`config.mk`:
```
export PLATFORM = sky130hd
export DESIGN_NAME = perceptron_host
export DESIGN_NICKNAME = d
export VERILOG_FILES = /design/src/rtl/perceptron_host.sv
export SDC_FILE = /design/constraint.sdc
export NUM_CORES = 1
export LEC_CHECK = 0
export ABC_AREA = 1
export CAP_MARGIN = 30
export CORE_MARGIN = 2
export CORE_UTILIZATION = 40
export DETAILED_ROUTE_END_ITERATION = 8
export PLACE_DENSITY_LB_ADDON = 0.1
export REMOVE_ABC_BUFFERS = 1
export SETUP_SLACK_MARGIN = 0.3
export SLEW_MARGIN = 5
export SYNTH_ARGS = -nofsm -noshare
export SYNTH_HDL_FRONTEND = slang
export SYNTH_SLANG_ARGS = --single-unit
export TNS_END_PERCENT = 20
```
`constraint.sdc`:
```
create_clock -name clk -period 2.55 [get_ports clk]
set_input_delay 0.3825 -clock clk [delete_from_list [all_inputs] [get_ports clk]]
set_output_delay 0.3825 -clock clk [all_outputs]
set_load 0.02 [all_outputs]
```
`src/rtl/perceptron_host.sv`:
```
// Host-side bridge: turns one register request into CMD/ADDR[/DATA] UART bytes and waits for a read reply.
// Latency: one tx byte per available UART slot plus one gap cycle each; reads finish on rx byte or after TIMED+1 wait cycles.
// Backpressure: req_ready only in IDLE; each byte is held until tx_busy is low.
module perceptron_host #(
    parameter int         TIMED     = 2500,
    parameter logic [7:0] CMD_WRITE = 8'h01,
    parameter logic [7:0] CMD_READ  = 8'h02
) (
    input  logic       clk,
    input  logic       rst,
    input  logic       req_valid,
    output logic       req_ready,
    input  logic       req_write,
    input  logic [7:0] req_addr,
    input  logic [7:0] req_wdata,
    output logic       rsp_valid,
    output logic [7:0] rsp_rdata,
    output logic       rsp_timeout,
    output logic       tx_send,
    output logic [7:0] tx_data,
    input  logic       tx_busy,
    input  logic       rx_recieved,
    input  logic [7:0] rx_data
);

    localparam logic [2:0] IDLE    = 3'd0;
    localparam logic [2:0] CMD     = 3'd1;
    localparam logic [2:0] ADDR    = 3'd2;
    localparam logic [2:0] DATA    = 3'd3;
    localparam logic [2:0] GAP     = 3'd4;
    localparam logic [2:0] WAIT_RX = 3'd5;
    localparam logic [2:0] DONE    = 3'd6;

    logic [2:0]  state;
    logic [2:0]  gap_next;
    logic        drain;
    logic        wr_q;
    logic [7:0]  addr_q;
    logic [7:0]  wdata_q;
    logic [31:0] cnt;
    logic        send_state;

    always_comb begin
        req_ready  = (state == IDLE);
        rsp_valid  = (state == DONE);
        send_state = (state == CMD) || (state == ADDR) || (state == DATA);
        tx_send    = send_state && !tx_busy;
        case (state)
            CMD:     tx_data = wr_q ? CMD_WRITE : CMD_READ;
            ADDR:    tx_data = addr_q;
            DATA:    tx_data = wdata_q;
            default: tx_data = 8'h00;
        endcase
    end

    always_ff @(posedge clk or posedge rst) begin
        if (rst) begin
            state       <= IDLE;
            gap_next    <= IDLE;
            drain       <= 1'b0;
            wr_q        <= 1'b0;
            addr_q      <= 8'h00;
            wdata_q     <= 8'h00;
            cnt         <= 32'd0;
            rsp_rdata   <= 8'h00;
            rsp_timeout <= 1'b0;
        end else begin
            case (state)
                IDLE: begin
                    if (req_valid) begin
                        wr_q        <= req_write;
                        addr_q      <= req_addr;
                        wdata_q     <= req_wdata;
                        rsp_rdata   <= 8'h00;
                        rsp_timeout <= 1'b0;
                        state       <= CMD;
                    end
                end
                CMD: begin
                    if (!tx_busy) begin
                        state    <= GAP;
                        gap_next <= ADDR;
                    end
                end
                ADDR: begin
                    if (!tx_busy) begin
                        state    <= GAP;
                        gap_next <= wr_q ? DATA : WAIT_RX;
                    end
                end
                DATA: begin
                    if (!tx_busy) begin
                        state    <= GAP;
                        gap_next <= DONE;
                    end
                end
                GAP: begin
                    // The last write byte must leave the UART before completing;
                    // the first GAP cycle never trusts tx_busy.
                    if (gap_next == DONE) begin
                        if (!drain) begin
                            drain <= 1'b1;
                        end else if (!tx_busy) begin
                            drain <= 1'b0;
                            state <= DONE;
                        end
                    end else begin
                        state <= gap_next;
                        if (gap_next == WAIT_RX) begin
                            cnt <= 32'd0;
                        end
                    end
                end
                WAIT_RX: begin
                    cnt <= cnt + 32'd1;
                    if (rx_recieved) begin
                        rsp_rdata   <= rx_data;
                        rsp_timeout <= 1'b0;
                        state       <= DONE;
                    end else if (cnt == 32'(TIMED)) begin
                        rsp_rdata   <= 8'h00;
                        rsp_timeout <= 1'b1;
                        state       <= DONE;
                    end
                end
                DONE:    state <= IDLE;
                default: state <= IDLE;
            endcase
        end
    end

endmodule

```
==> out/results.txt, run 1 <==
Largest net degree at the start of global routing = 42
Largest area contributor in the netlist = dfrtp_1
Wire per inst = 13.7 um
Critical Path Fanout Max = 9
Total CTS buffers = 9
CTS Sinks = 65
Unrepaired setup endpoints after global routing = yes
Total power = 0.00360 W
Fillers = 939
Type of the most critical hold path = input pin to asynchronous set/reset pin
Area of the multi-input gates = 1840 um2
CP arrival = 2.00 ns
CTS Root Cell = clkbuf_8
Max cap viols = 0
Worst Tran Pin Value = 0.539 ns
Initial DRC Count = 197
First-pass GRT wire length = 17.4 mm
Power per Cell Area = 772 nW/um2
Main area contributors after synthesis = dfrtp_1 43%, nand2_1 16%, nand3_1 7.1%, inv_1 6.8%, nor2_1 6.3%
Core area = 9240 um2
Max-slew violations = 0
Synth top area share = 42.6%
Vias after detailed routing = 3566
Setup TNS = 0 ns
Drt first pass iters = 5
Sequential fraction of the synthesis area = 42.6%
Slew Limit Headroom = 64.0%
Final setup margin = 0.165 ns
Post-Route WL = 10.0 mm
Setup Slack @ Placement = 0.399 ns
Drc violations = 0
Port Buffers = 49
Worst vdd ir = 419 uV
Register Area = 1630 um2
Final Cell Area = 4660 um2
Final worst-path cycle share = 93.5%
TritonCTS clock tree = yes
GRT Util Overall = 21.4%
Net count, final = 630
FF-to-FF setup slack = 0.73 ns
Crit path launch type = flip-flop
Yosys warnings = 0
CP Class = flip-flop to output port
Initial antenna violation count = 0
Worst-Skew Late Latency = 0.34 ns
Area of the mapped netlist = 3820 um2
Io pins = 50
# rows = 35
LEAKAGE = 2.12 nW
Die height = 102 um
Cells after Synth = 544
Avg Inst Size Synth = 7.02 um2
Post-layout utilization of the core = 50.5%
DP Wirelength = 7.62 mm
Post-DRT Antenna Nets = 0
Reg-to-Reg End = cnt[16]
Clock slew seen by the registers of the worst setup and hold paths = 0.08 ns
Final number of hold-violating endpoints = 0
Tmin final = 2.39 ns
Placed instance area = 4460 um2
Number of global-route vias before repair = 3652
Antenna Cells = 0
Max Clock Skew = 0.00696 ns
CP Capture Type = output port
Reg2reg path depth = 8
Share of layout cells above drive strength 1 = 7.30%
Die area = 10400 um2
Grt total ovfl = 0
Synth unique cells = 35
Status = finished, final reports clean
Worst-case clock buffer depth = 2
# setup viols final = 0
Worst EP required = 2.17 ns
H-tree depth = 3
Die Width = 102 um
Highest Clock Rate = 0.419 GHz
Critical R2R Launch = cnt[0]
Initial Util = 41.4%
Synthesis-to-layout area growth = 22.0%
Routability cong. = 0.956
Crit path from = state[2]
Register bit total from synthesis = 65
Setup bufs post-CTS = 0
Via-to-Cell Ratio = 4.87
cell families (layout without fill, tap and decap cells):
logic type / Yosys count / count (layout) / synth area share [%]
compound gates: 67 / 67 / 9.79
xor+xnor: 9 / 9 / 2.06
fa+ha+maj: 2 / 2 / 0.655
buf+inv: 88 / 147 / 9.53
flops: 65 / 65 / 42.6
simple gates: 313 / 313 / 35.4
report_power, final:
part | internal (W) | switching [W]
Sequential | 0.00128 | 0.000158
Clock | 0.000475 | 0.000410
Combinational | 0.000472 | 0.000810
Total | 0.00222 | 0.00138
layer usage:
metal,vias to the layer above,global-route usage (%),wire (um)
met1,1646,28.8,4650
met4,0,6.03,143
met2,72,36.0,4880
met5,-,0,0
met3,12,3.24,355
li1,1836,-,-
synth_stat cells, drive strengths merged:
| master | count |
|---|---|
| nor3 | 16 |
| nor3b | 1 |
| nand4 | 5 |
| a211oi | 1 |
| o221ai | 2 |
| xor2 | 9 |
| clkinv | 1 |
| nor2 | 69 |
| ha | 2 |
| o211ai | 1 |
| clkbuf | 4 |
| o22ai | 12 |
| dfrtp | 65 |
| o21bai | 1 |
| o21ai | 43 |
| buf | 9 |
| inv | 74 |
| a22oi | 1 |
| a21o | 1 |
| nand2 | 166 |
| nand3 | 56 |
| a21oi | 5 |
sequential cells by signal (all words and copies together), names as in the netlist:
name         count
addr_q           8
cnt             32
drain            1
gap_next         3
rsp_rdata        8
rsp_timeout      1
state            3
wdata_q          8
wr_q             1
worst max-delay path by stage:
| stage | cells past startpoint | slack (ns) | to |
|---|---|---|---|
| after floorplan | 1 | 0.54 | addr_q[0] |
| after global placement | 6 | 0.40 | tx_data[1] |
| after detailed placement | 6 | 0.40 | tx_data[1] |
| after CTS | 6 | 0.11 | tx_data[0] |
| after global routing | 6 | 0.03 | tx_data[7] |
| final | 6 | 0.16 | tx_data[3] |
critical path: stages (launching register included):
cell,delay (ns)
dfrtp_1,0.39
inv_2,0.11
nand2_1,0.06
nor2_1,0.16
clkinv_2,0.16
o22ai_1,0.15
clkdlybuf4s50_1,0.63
per-stage QoR:
stage               cells  hold slack [ns]
floorplan             531            0.470
global placement      716            0.485
detailed placement    716            0.491
CTS                   732            0.415
global route          732            0.447
finish                732            0.402
timing repair:
item,4_1_cts,5_1_grt
resized for setup,3,2
endpoints found under the setup margin,9,10
hold buffers,0,0
placed cells by master, fill, tap and decap left out, types with 3 or more instances in the layout:
| cell | count |
|---|---|
| a21oi_1 | 4 |
| buf_4 | 6 |
| clkbuf_8 | 10 |
| clkdlybuf4s50_1 | 46 |
| clkinv_2 | 3 |
| dfrtp_1 | 65 |
| inv_1 | 68 |
| inv_2 | 6 |
| nand2_1 | 164 |
| nand3_1 | 53 |
| nand3_2 | 3 |
| nand4_1 | 3 |
| nor2_1 | 64 |
| nor2_4 | 3 |
| nor3_1 | 14 |
| o21ai_0 | 42 |
| o22ai_1 | 12 |
| xor2_1 | 9 |
final cells by class:
cell class                 instances  area share (%)
multi-input combinational        391            39.4
sequential                        65            34.9
tap                              129            3.46
timing repair buffer              56            12.0
inverter                          75            6.07
clock inverter                     5            1.18
clock buffer                      11            3.03
Power figures use the tool's default switching activity.
==> run 2: changes to the inputs <==
--- a/config.mk
+++ b/config.mk
@@ -9,6 +9,7 @@
 export CAP_MARGIN = 30
 export CORE_MARGIN = 2
 export CORE_UTILIZATION = 40
+export CTS_CLUSTER_DIAMETER = 80
 export DETAILED_ROUTE_END_ITERATION = 8
 export PLACE_DENSITY_LB_ADDON = 0.1
 export REMOVE_ABC_BUFFERS = 1
==> constraint.sdc (replaced) <==
create_clock -name clk -period 2.5 [get_ports clk]
set_input_delay 0.75 -clock clk [delete_from_list [all_inputs] [get_ports clk]]
set_output_delay 0.75 -clock clk [all_outputs]
set_load 0.02 [all_outputs]
==> out/results.txt, run 2 (same netlist as run 1, synthesis figures left out) <==
Reg2reg path depth = 9 (+1)
Worst Hold Depth = 2
Synthesis-to-layout area growth = 25.9%
Die height = 102 um (unchanged)
Initial antenna violation count = 0 (unchanged)
Antenna Cells = 0 (unchanged)
Critical Path Fanout Max = 9 (unchanged)
Unrepaired setup endpoints after global routing = yes
Type of the most critical hold path = flip-flop to flip-flop
Core area = 9240 um2 (unchanged)
CP Capture Type = output port
H-tree depth = 3 (unchanged)
FF-to-FF setup slack = 0.64 ns (-0.09 ns)
TritonCTS clock tree = yes
Net Switching = 0.00156 W (+13%)
Switching Share = 40.1% (+1.8 points)
Port Buffers = 49 (unchanged)
Via-to-Cell Ratio = 4.92 (+1.1%)
Setup TNS = 0 ns (unchanged)
Routability cong. = 0.894 (-6.5%)
Final setup margin = 0.269 ns (+0.105 ns)
Initial DRC Count = 150 (-24%)
Slew Limit Headroom = 66.3% (+2.3 points)
# setup viols final = 0 (unchanged)
Worst-case clock buffer depth = 2 (unchanged)
Most frequent cells in the layout = 163 x nand2_1, 65 x inv_1, 65 x dfrtp_1
CP Class = flip-flop to output port
Slowest stage delay, CP = 0.39 ns (-0.24 ns)
Initial Util = 41.4% (unchanged)
Min-Delay Endpoint = rsp_rdata[3]
Wire per inst = 13.8 um (+0.80%)
Max cap viols = 0 (unchanged)
Post-DRT Antenna Nets = 0 (unchanged)
Status = finished, final reports clean
Max-slew violations = 0 (unchanged)
Drc violations = 0 (unchanged)
Internal Power = 0.00233 W (+5.0%)
LEAKAGE = 2.17 nW (+2.1%)
Grt total ovfl = 0 (unchanged)
Crit path cell chain = inv_2 -> buf_4 -> nand3_4 -> o221ai_2 -> buf_4
Vias after detailed routing = 3669 (+2.9%)
Max Clock Skew = 0.0141 ns (+0.00713 ns)
Clk network pwr share = 24.3% (-0.3 points)
First-pass GRT wire length = 17.5 mm (+0.67%)
Die area = 10400 um2 (unchanged)
Net count, final = 643 (+2.1%)
Clock slew seen by the registers of the worst setup and hold paths = 0.08 ns (about the same)
Power per Cell Area = 810 nW/um2 (+4.9%)
Commonest non-fill, non-tap cell in the layout = nand2_1
Number of global-route vias before repair = 3671 (+0.52%)
Worst vdd ir = 468 uV (+12%)
Largest net degree at the start of global routing = 66 (+57%)
Total power = 0.00389 W (+8.2%)
DP Cell Count = 725 (+1.3%)
CTS Root Cell = clkbuf_8
Crit path launch type = flip-flop
Crit path from = state[2]
Largest Register = cnt
Highest Clock Rate = 0.448 GHz
Hold buffer count at cts = 0 (unchanged)
CTS Sinks = 65 (unchanged)
Setup Slack @ Placement = -0.253 ns (-0.652 ns)
Die Width = 102 um (unchanged)
DP Wirelength = 7.55 mm (-0.95%)
Share of layout cells above drive strength 1 = 13.3% (+6.0 points)
Reg power frac = 37.1% (-2.7 points)
Post-Route WL = 10.3 mm (+2.6%)
# rows = 35 (unchanged)
Final number of hold-violating endpoints = 0 (unchanged)
Worst EP required = 1.75 ns (-0.42 ns)
Worst Tran Pin Value = 0.502 ns (-0.0374 ns)
CP most frequent cell = buf_4
Reg-to-Reg End = cnt[2]
Finished Layout Cells = 745 (+1.8%)
Largest register FFs = 32 (unchanged)
CP arrival = 1.48 ns (-0.52 ns)
HP Start = rsp_rdata[3]
Worst-Skew Late Latency = 0.36 ns (+0.02 ns)
Critical R2R Launch = state[0]
Power share of the combinational group = 38.7% (+3.1 points)
Io pins = 50 (unchanged)
Drt first pass iters = 4 (-1)
Final worst-path cycle share = 89.2%
Fillers = 909 (-3.2%)
Tmin final = 2.23 ns
Worst path slowest cell = dfrtp_1
Total CTS buffers = 9 (unchanged)
GRT Util Overall = 21.9% (+0.51 points)
==> run 2: cell types whose count changed in the layout (fill, tap and decap cells not counted), sizes merged, moves of 2 or more <==
cell           delta
buf              +22
clkdlybuf4s50     -9
clkbuf            -2
clkinvlp          +2
dlymetal6s2s      -2
inv               +2
==> run 2: repair_timing <==
item,CTS,global route
gates resized for setup,67,10
gates cloned,1,0
endpoints found under the setup margin,11,11
buffers inserted,3,0
pin swaps,1,2
==> run 2: how the worst max path moves through the flow <==
stage	to	slack [ns]	depth (start not counted)
finish	tx_data[0]	0.27	5
global route	tx_data[3]	0.18	5
CTS	tx_data[1]	0.25	6
floorplan	addr_q[0]	0.12	1
global placement	tx_send	-0.23	5
detailed placement	tx_send	-0.25	5
==> run 2: area by class of cell <==
| cell class | count | area, um2 | area share [%] |
|---|---|---|---|
| tap | 129 | 161 | 3.36 |
| clock buffer | 9 | 124 | 2.58 |
| clock inverter | 7 | 77.6 | 1.61 |
| timing repair buffer | 68 | 626 | 13.0 |
| multi-input combinational | 391 | 1900 | 39.6 |
| inverter | 75 | 287 | 5.96 |
| sequential | 65 | 1630 | 33.8 |
| timing repair inverter | 1 | 5.00 | 0.104 |
==> run 2: metal layers <==
metal  wire length [um]  vias to the layer above  GRT usage (%)
met3                483                       21           3.80
met5                  0                        -              0
li1                   -                     1863              -
met4                255                        0           9.04
met2               5050                       96           36.5
met1               4490                     1689           28.2
==> run 2: power groups by stage <==
stage	logic (W)	registers, W	clock network, W
2_1_floorplan	0.000764	0.00150	0
3_3_place_gp	0.00139	0.00145	0
3_5_place_dp	0.00140	0.00145	0
4_1_cts	0.00146	0.00144	0.000962
5_1_grt	0.00168	0.00148	0.00101
6_report	0.00151	0.00144	0.000944
==> run 2: worst max-delay path, delay by kind of cell (launching register included) <==
family          cells  cell delay [ns]
simple gates        1             0.15
buf+inv             3             0.37
compound gates      1             0.21
flops               1             0.39
==> run 2: metrics by stage <==
stage / hold slack [ns] / area, um2 / utilization [%]
after floorplan: 0.470 / 3740 / -
after global placement: 0.485 / 4520 / 49.0
after detailed placement: 0.486 / 4520 / 49.0
after CTS: 0.504 / 4780 / 51.7
after global routing: 0.530 / 4810 / 52.1
final: 0.503 / 4810 / 52.1
==> run 3: changes to the inputs <==
--- a/config.mk
+++ b/config.mk
@@ -13,7 +13,6 @@
 export DETAILED_ROUTE_END_ITERATION = 8
 export PLACE_DENSITY_LB_ADDON = 0.1
 export REMOVE_ABC_BUFFERS = 1
-export SETUP_SLACK_MARGIN = 0.3
 export SLEW_MARGIN = 5
 export SYNTH_ARGS = -nofsm -noshare
 export SYNTH_HDL_FRONTEND = slang
==> out/results.txt, run 3 (same netlist as run 1, synthesis figures left out) <==
TritonCTS clock tree = yes
Wire per inst = 13.5 um (-1.9%)
CTS Root Cell = clkbuf_8
Highest Clock Rate = 0.410 GHz (-8.5%)
Share of layout cells above drive strength 1 = 10.1% (-3.2 points)
# rows = 35 (unchanged)
Tmin final = 2.44 ns (+0.208 ns)
Worst EP required = 1.75 ns (about the same)
Area of the multi-input gates = 1840 um2 (-3.6%)
Core area = 9240 um2 (unchanged)
Largest Register = cnt
Worst vdd ir = 419 uV (-10%)
Max cap viols = 0 (unchanged)
Critical R2R Launch = state[0]
Crit path from = state[2]
Reg power frac = 38.6% (+1.5 points)
Unrepaired setup endpoints after global routing = yes
Net Switching = 0.00147 W (-5.8%)
CP arrival = 1.69 ns (+0.21 ns)
Net count, final = 639 (-0.62%)
Initial antenna violation count = 0 (unchanged)
DP Cell Count = 725 (unchanged)
Max Clock Skew = 0.0131 ns (-0.000951 ns)
DP Wirelength = 7.55 mm (unchanged)
Largest net degree at the start of global routing = 66 (unchanged)
H-tree depth = 3 (unchanged)
Power share of the combinational group = 36.1% (-2.6 points)
FF-to-FF setup slack = 0.72 ns (+0.08 ns)
Power per Cell Area = 794 nW/um2 (-1.9%)
Finished Layout Cells = 741 (-0.54%)
Drt first pass iters = 5 (+1)
Slew Limit Headroom = 65.3% (-0.99 points)
Vias after detailed routing = 3639 (-0.82%)
CP Class = flip-flop to output port
Grt total ovfl = 0 (unchanged)
Via-to-Cell Ratio = 4.91 (-0.28%)
Initial DRC Count = 169 (+13%)
Total power = 0.00372 W (-4.4%)
Worst-Skew Late Latency = 0.35 ns (about the same)
Port Buffers = 49 (unchanged)
Status = finished, final reports clean
Die height = 102 um (unchanged)
Type of the most critical hold path = flip-flop to flip-flop
Hold buffer count at cts = 0 (unchanged)
Most frequent cells in the layout = 164 x nand2_1, 68 x inv_1, 65 x dfrtp_1
HP Start = rsp_rdata[3]
First-pass GRT wire length = 17.3 mm (-1.5%)
Routability cong. = 0.894 (unchanged)
Worst-case clock buffer depth = 2 (unchanged)
# setup viols final = 0 (unchanged)
Clock slew seen by the registers of the worst setup and hold paths = 0.08 ns (about the same)
Post-Route WL = 10.0 mm (-2.4%)
Crit path launch type = flip-flop
Internal Power = 0.00225 W (-3.4%)
LEAKAGE = 2.14 nW (-1.4%)
Synthesis-to-layout area growth = 22.7%
Worst Tran Pin Value = 0.517 ns (+0.0148 ns)
Final worst-path cycle share = 97.6% (+8.3 points)
Max-slew violations = 0 (unchanged)
CP Capture Type = output port
Antenna Cells = 0 (unchanged)
Switching Share = 39.5% (-0.61 points)
Initial Util = 41.4% (unchanged)
Final number of hold-violating endpoints = 0 (unchanged)
GRT Util Overall = 21.6% (-0.38 points)
Post-DRT Antenna Nets = 0 (unchanged)
Register Area = 1630 um2 (unchanged)
Total CTS buffers = 9 (unchanged)
Clk network pwr share = 25.3% (+1.0 points)
Fin Hold WS = 0.503 ns (+0.000187 ns)
Io pins = 50 (unchanged)
Die area = 10400 um2 (unchanged)
Largest register FFs = 32 (unchanged)
Die Width = 102 um (unchanged)
CTS Sinks = 65 (unchanged)
Drc violations = 0 (unchanged)
Critical Path Fanout Max = 9 (unchanged)
Number of global-route vias before repair = 3626 (-1.2%)
Fillers = 929 (+2.2%)
Commonest non-fill, non-tap cell in the layout = nand2_1
==> run 3: timing repair <==
item,4_1_cts,5_1_grt
pin swaps,0,0
buffers inserted,0,0
resized for setup,14,18
endpoints found under the hold margin,0,0
endpoints found under the setup margin,11,9
==> run 3: cell type report <==
class / instances / share of cell area, %
Inverter: 75 / 6.03
Multi-Input combinational cell: 391 / 39.2
Tap cell: 129 / 3.44
Clock inverter: 7 / 1.65
Clock buffer: 9 / 2.64
Sequential cell: 65 / 34.7
Timing Repair Buffer: 65 / 12.4
==> run 3: worst paths after layout <==
check	end	cells after the start
setup / recovery	tx_data[2]	6
hold / removal	rsp_rdata[3]	2
setup reg to reg	cnt[2]	9
hold reg to reg	rsp_rdata[3]	2
max in group asynchronous	cnt[13]	3
min in group asynchronous	rsp_rdata[1]	3
==> run 3: per-layer routing <==
metal	track usage, %	share of wire [%]	up-vias
met5	0	0	-
met4	8.52	1.9	0
met3	3.80	5.0	15
met2	35.6	49	93
met1	28.1	44	1676
li1	-	-	1855
==> run 3: per-stage QoR <==
step / setup TNS [ns] / instance area, um2 / util (%) / setup WS [ns]
detailed placement: -0.266 / 4520 / 49.0 / -0.253
global route: -0.0790 / 4690 / 50.7 / -0.0790
finish: 0 / 4690 / 50.7 / 0.0611
CTS: 0 / 4720 / 51.1 / 0.00744
floorplan: 0 / 3740 / - / 0.124
global placement: -0.235 / 4520 / 49.0 / -0.235
==> run 3: power by group through the flow <==
stage	registers [W]	logic, W	clock network (W)
floorplan	0.00150	0.000764	0
global placement	0.00145	0.00139	0
detailed placement	0.00145	0.00140	0
CTS	0.00144	0.00137	0.000962
global route	0.00147	0.00153	0.00101
finish	0.00144	0.00134	0.000942
==> run 3: critical path, cell delays in order (launching register included) <==
cell and delay, ns:
dfrtp_1 0.39, inv_2 0.06, nand2_1 0.04, nor2_1 0.17, clkinv_2 0.18, o22ai_1 0.18, clkdlybuf4s15_1 0.33
